<file path="config.mk">
export PLATFORM = sky130hd
export DESIGN_NAME = sc_ifetch
export DESIGN_NICKNAME = d
export VERILOG_FILES = /design/src/rtl/sc_ifetch.sv
export SDC_FILE = /design/constraint.sdc
export NUM_CORES = 1
export LEC_CHECK = 0
export CORE_ASPECT_RATIO = 1.5
export CORE_UTILIZATION = 40
export CTS_CLUSTER_SIZE = 24
export DETAILED_ROUTE_END_ITERATION = 7
export GPL_TIMING_DRIVEN = 1
export PLACE_DENSITY_LB_ADDON = 0.25
export SYNTH_ARGS = -nofsm -noshare
export SYNTH_HDL_FRONTEND = slang
export SYNTH_SLANG_ARGS = --single-unit
</file>
<file path="constraint.sdc">
create_clock -name clk -period 4.85 [get_ports clk]
set_clock_uncertainty 0.1 [all_clocks]
set_input_delay 0.7275 -clock clk [delete_from_list [all_inputs] [get_ports clk]]
set_output_delay 0.7275 -clock clk [all_outputs]
set_load 0.005 [all_outputs]
</file>
<file path="src/rtl/sc_ifetch.sv">
// Instruction fetch stage: holds the PC, fetches over a req/ack handshake and presents the IR for one commit cycle.
// Optional misaligned-target trap (addr_err + HALT) is enabled by defining IFETCH_ALIGN_CHECK_EN.
module sc_ifetch #(
    parameter logic [31:0] RESET_PC = 32'h0000_0000
) (
    input  logic        clk,
    input  logic        rst,
    output logic        imem_req,
    output logic [31:0] imem_addr,
    input  logic        imem_ack,
    input  logic [31:0] imem_rdata,
    input  logic [1:0]  pcsource,
    input  logic [31:0] ra_data,
    output logic        inst_valid,
    output logic [31:0] inst,
    output logic [5:0]  op,
    output logic [5:0]  func,
    output logic [31:0] pc,
    output logic [31:0] pc4,
    output logic        addr_err
);

    typedef enum logic [1:0] {
        IDLE  = 2'd0,
        FETCH = 2'd1,
        EXEC  = 2'd2,
        HALT  = 2'd3
    } state_t;

    state_t      state_q, state_d;
    logic [31:0] pc_q, pc_d;
    logic [31:0] inst_q, inst_d;
    logic [31:0] pc4_w;
    logic [31:0] br_off;
    logic [31:0] next_pc;

    assign pc4_w  = pc_q + 32'd4;
    assign br_off = {{14{inst_q[15]}}, inst_q[15:0], 2'b00};

    always_comb begin
        next_pc = pc4_w;
        case (pcsource)
            2'b00: next_pc = pc4_w;
            2'b01: next_pc = pc4_w + br_off;
            2'b10: next_pc = ra_data;
            2'b11: next_pc = {pc4_w[31:28], inst_q[25:0], 2'b00};
            default: next_pc = pc4_w;
        endcase
    end

`ifdef IFETCH_ALIGN_CHECK_EN
    logic addr_err_q, addr_err_d;
    logic misaligned;

    assign misaligned = (next_pc[1:0] != 2'b00);

    always_comb begin
        state_d    = state_q;
        pc_d       = pc_q;
        inst_d     = inst_q;
        addr_err_d = addr_err_q;
        case (state_q)
            IDLE:  state_d = FETCH;
            FETCH: if (imem_ack) begin
                       inst_d  = imem_rdata;
                       state_d = EXEC;
                   end
            EXEC:  begin
                       // Target is loaded even when misaligned so the faulting PC is visible.
                       pc_d = next_pc;
                       if (misaligned) begin
                           addr_err_d = 1'b1;
                           state_d    = HALT;
                       end else begin
                           state_d = FETCH;
                       end
                   end
            HALT:  state_d = HALT;
            default: state_d = IDLE;
        endcase
    end

    always_ff @(posedge clk or posedge rst) begin
        if (rst) addr_err_q <= 1'b0;
        else     addr_err_q <= addr_err_d;
    end

    assign addr_err = addr_err_q;
`else
    always_comb begin
        state_d = state_q;
        pc_d    = pc_q;
        inst_d  = inst_q;
        case (state_q)
            IDLE:  state_d = FETCH;
            FETCH: if (imem_ack) begin
                       inst_d  = imem_rdata;
                       state_d = EXEC;
                   end
            EXEC:  begin
                       // Misaligned targets are silently word-aligned.
                       pc_d    = next_pc & ~32'd3;
                       state_d = FETCH;
                   end
            HALT:  state_d = HALT;
            default: state_d = IDLE;
        endcase
    end

    assign addr_err = 1'b0;
`endif

    always_ff @(posedge clk or posedge rst) begin
        if (rst) begin
            state_q <= IDLE;
            pc_q    <= RESET_PC;
            inst_q  <= 32'h0;
        end else begin
            state_q <= state_d;
            pc_q    <= pc_d;
            inst_q  <= inst_d;
        end
    end

    assign imem_req   = (state_q == FETCH);
    assign imem_addr  = pc_q;
    assign inst_valid = (state_q == EXEC);
    assign inst       = inst_q;
    assign op         = inst_q[31:26];
    assign func       = inst_q[5:0];
    assign pc         = pc_q;
    assign pc4        = pc4_w;

endmodule

</file>
Yosys cells after proc, flatten, opt, wreduce, memory -nomap -nowiden:

Index checks and enable logic that the tools add are counted.

* flip-flop bits (word level): 64
* bits in latches: 0
* memory bits (writable): 0
* bits in read-only memories: 0
* input port bits: 69
* output and inout bits: 143
* word-level logic and storage cells: 19
* memories kept: 0

* add/sub/neg operators: 2
* $mul: 0
* divide/modulo/power cells: 0
* order comparisons: 0
* equality and inequality tests: 7
* shift-type cells: 0
* muxes and demuxes: 3
* bitwise gates (word level): 0
* reductions and logical operators: 4

Operator list (number)
* 32-bit one-hot mux with 4 select lines: 1
* 32-bit by 3-bit adder with 32-bit output (second input constant): 1
* 32-bit adder: 1
* 2-bit equality test (second input constant): 4
* 2-bit one-hot mux with 3 select lines: 1
* 2-bit by 1-bit equality test with 1-bit output (second input constant): 2
* 2-bit logical NOT: 2
* 2-bit two-way mux: 1
* 2-bit by 1-bit != test with 1-bit output (second input constant): 1
* 2-bit AND reduction: 1
* 2-bit OR reduction: 1

Longest topological paths before layout:

* word-level depth: 3
* gate-level depth with buffers: 16
* depth with buffers taken out: 16

Least setup slack after synthesis:

Ideal clock, no wire load.

* path type: reg2reg
* start: register pc_q[2], in the netlist imem_addr[2]
* end: register pc_q[21], in the netlist imem_addr[21]
* library setup time: 125 ps
* arrival: 3443 ps
* data required time: 4625 ps
* slack: 1182 ps
* cell stages (with the launch flop): 17
* buffers on the path: 1
* clock period less this slack: 3668 ps
* path through: dfrtp_1 -> ha_1 -> nand3_1 -> nor3_2 -> nand2_1 -> xnor2_1 -> ha_1 -> clkbuf_1 -> nand4_1 -> a21oi_1 -> nand2_1 -> a21oi_1 -> or2_4 -> nor2_4 -> xnor2_1 -> mux4_2 -> mux2_4

* longest elaborated chain between the ends: 3

RTL lines
* start: declaration: RTL line 31 `logic [31:0] pc_q, pc_d;`
* start signal: assignment: RTL line 120 `pc_q <= pc_d;`
* 32-bit by 3-bit adder with 32-bit output: RTL line 37 `assign pc4_w = pc_q + 32'd4;`
* named net pc4[18]: RTL line 19 `output logic [31:0] pc4,`
* 32-bit adder: RTL line 44 `2'b01: next_pc = pc4_w + br_off;`
* 32-bit one-hot mux with 4 select lines: RTL line 42 `case (pcsource)`

The timed path passes the listed nets, and every way through them passes these cells.
A chain may end at the register's enable or synchronous reset.

Worst setup path in the final report:

* start: register pc_q[2], in the netlist imem_addr[2]
* end: register pc_q[30], in the netlist imem_addr[30]

* longest elaborated chain between the ends: 3

RTL lines (RTL line)
* 32-bit by 3-bit adder with 32-bit output (*): 37
* 32-bit adder: 44
* 32-bit one-hot mux with 4 select lines (*): 42

Mark *: on every way between the ends. The rest lies on a longest branch, timed or not.

==> results.toml <==
[routing]
avgViaCountPerCell = 5.56
dr.pass1.iters = 5
route.met2.wl_um = 9610
wl_met3_um = 922
drt-initial-drc-count = 206
drt_drc_violations_left = 0
wl_met1_um = 6710
vias = 5161
wirelength_um = 17800
detail-route-antenna-nets = 0
dr.max_layer_used = "met4"
wl_per_cell_um = 19.1

[grt]
grt_pass1_vias = 5319
track_usage = 0.251
overflow = 0
grt_antenna_before_repair = 0
grt_max_degree = 46
grt_pass1_wl_um = 28200

[timing]
tightestPinTransition_ns = 1.02
drv_slew = 0
tns_ns = 0
timing.fmax_mhz = 229
fin_crit_sh = 0.901
min_period_ns = 4.37
rsz0062_at_grt = "no"
maxSlewHeadroom = 0.321
setup_viol_count_final = 0
finalHoldViolations = 0

[power_and_ir_drop]
switching_share = 0.415
power_leakage_nw = 3.30
power.density_nw_per_um2 = 769
clkPwrFrac = 0.130
max-vdd-ir-drop_mv = 0.329
p_switching_mw = 2.48
p_int_mw = 3.50
power.total_mw = 5.98
seqPwrFrac = 0.198
comb_power_share = 0.672

[floorplan]
num_io_pins = 212
die_x_um = 98.6
initial_core_util = 0.412
core-area_sq_um = 13600
rows = 52
die-area_sq_um = 14500
die_h_um = 147

[logic_synthesis]
seq_area_frac_synth = 0.286
synth_edf_count = 0
ys_ff_latch = 64
yosys_warnings = 0
synth_ff_type = "dfrtp_1"
postSynth.asyncResetShare = 1.00
syn_area_sq_um = 5600
synth_top_area_frac = 0.286
synthTopCellsByArea = "dfrtp_1 (29%), ha_1 (7.6%), mux2_2 (7.2%)"
avgSynthCellArea_sq_um = 9.22
synth_area_leader_cell = "dfrtp_1"
ys_types = 69
syn_inst = 607

[flow_run]
max_cap_violations = 0

[placed_design]
place_area_sq_um = 7430
place_congestion = 0.875
io_buffers = 202
place_hpwl_um = 13500

[clocking]
post-cts-setup-buffers = 0
cts_buffer_depth = 2
cts_buffers = 9
h-tree-depth = 3
cts.clk_slew.worst_paths_ns = 0.06
root_buffer = "clkbuf_16"
cts-resized-gates = 0
clock_latency_ns = 0.34
clock-sinks = 64
ctsHoldBuffers = 0
cts_tree = "built"

[setup_path]
end_kind = "flop"
crit_type = "flop to flop"
ff2ff_setup_slack_ns = 0.48
worst-path-max-fanout = 7
critPathArrivalTime_ns = 4.47
cp-start-kind = "flop"
required_ns = 4.95

[layout]
area_growth_pct = 38.9
regArea_sq_um = 1600
multi_input_area_sq_um = 3470
drive_gt1_frac = 0.117
postLayoutCellArea_sq_um = 7780
fillers = 1190
nNetsFinal = 865
diodes = 0

[hold_path]
min_path_type = "flop to flop"

[status]
outcome = "finished clean"
per-layer routing:
layer  global-route usage  vias to the layer above
li1                     -                     2438
met1                0.277                     2499
met2                0.468                      194
met3               0.0490                       30
met4               0.0948                        0
met5                    0                        -
sequential cells by signal, summed over array words and instances, names as in the netlist:
register   count
inst          32
state_q        2
imem_addr     30
layout by cell type (no fill, tap or decap), types with 6 or more instances in the layout:
cell type        Yosys  layout
mux2i_1             13      13
mux4_2              13      13
buf_4               49       8
nor2_1              36      36
clkdlybuf4s50_1      0     201
a21oi_1             42      42
inv_1               20      19
ha_1                34      34
nand2_1             66      66
clkbuf_16            0       9
xor2_1              22      22
nor2b_1              6       6
dfrtp_1             64      64
nand4_1              8       8
conb_1               1       7
nand3_1             13      13
o221ai_1             7       7
nand2b_1             9       9
mux2_2              36      36
o21ai_0             22      22
xnor2_1             31      31
a21o_1              10      10
through the flow:
step / utilization / hold WS [ns] / cells / setup slack [ns]
floorplan: - / 0.363 / 613 / 1.18
detailed placement: 0.546 / 0.393 / 912 / 0.515
global placement: 0.546 / 0.372 / 912 / 0.629
CTS: 0.572 / 0.407 / 928 / 0.505
finish: 0.572 / 0.398 / 928 / 0.479
global route: 0.572 / 0.443 / 928 / 0.154
worst paths after layout:
check | start | end | depth (start not counted)
setup reg to reg | imem_addr[2] | imem_addr[30] | 15
setup / recovery | imem_addr[2] | imem_addr[30] | 15
min in group asynchronous | rst | inst[29] | 2
hold reg to reg | state_q[0] | state_q[1] | 1
hold / removal | state_q[0] | state_q[1] | 1
max in group asynchronous | rst | imem_addr[15] | 3
cell type report:
| type | instances | share of cell area |
|---|---|---|
| Sequential cell | 64 | 0.206 |
| Tap cell | 162 | 0.0261 |
| Clock inverter | 7 | 0.0154 |
| Inverter | 20 | 0.00965 |
| Timing Repair Buffer | 210 | 0.267 |
| Multi-Input combinational cell | 456 | 0.447 |
| Clock buffer | 9 | 0.0290 |
synthesized netlist by cell type (13+ instances only):
| cell | n |
|---|---|
| mux2_2 | 36 |
| nand2_1 | 66 |
| a21oi_1 | 42 |
| xor2_1 | 22 |
| ha_1 | 34 |
| mux2i_1 | 13 |
| xnor2_1 | 31 |
| inv_1 | 20 |
| mux4_2 | 13 |
| nor2_1 | 36 |
| nand3_1 | 13 |
| dfrtp_1 | 64 |
| buf_4 | 49 |
| clkbuf_1 | 16 |
| o21ai_0 | 22 |
cells by family after synthesis:
family | count (synthesis) | share of synthesized area
AO/OA/AOI/OAI | 129 | 0.150
XOR/XNOR | 53 | 0.0829
adder cells (fa/ha/maj) | 35 | 0.0796
buffers and inverters | 93 | 0.0970
flip-flops | 64 | 0.286
multiplexers | 63 | 0.151
other | 1 | 0.000670
AND/OR/NAND/NOR | 169 | 0.153
worst max-delay path: stages (launching register included):
cell	delay, ns
dfrtp_1	0.47
ha_1	0.28
nand3_1	0.23
nor2_1	0.34
nand2_1	0.11
xnor2_1	0.19
ha_1	0.45
and4_1	0.24
a21oi_1	0.07
a31oi_1	0.26
o2111ai_1	0.19
a31o_2	0.30
a31oi_1	0.37
a21oi_1	0.25
o2111ai_1	0.25
o211ai_1	0.11
power groups by stage:
stage                     Sequential (mW)  Combinational, mW  Clock, mW
after floorplan                      1.11               2.54          0
after global placement               1.17               3.93          0
after detailed placement             1.19               3.98          0
after CTS                            1.19               4.02      0.785
after global routing                 1.24               4.38      0.810
final                                1.18               4.02      0.775
(Power assumes the default switching activity.)
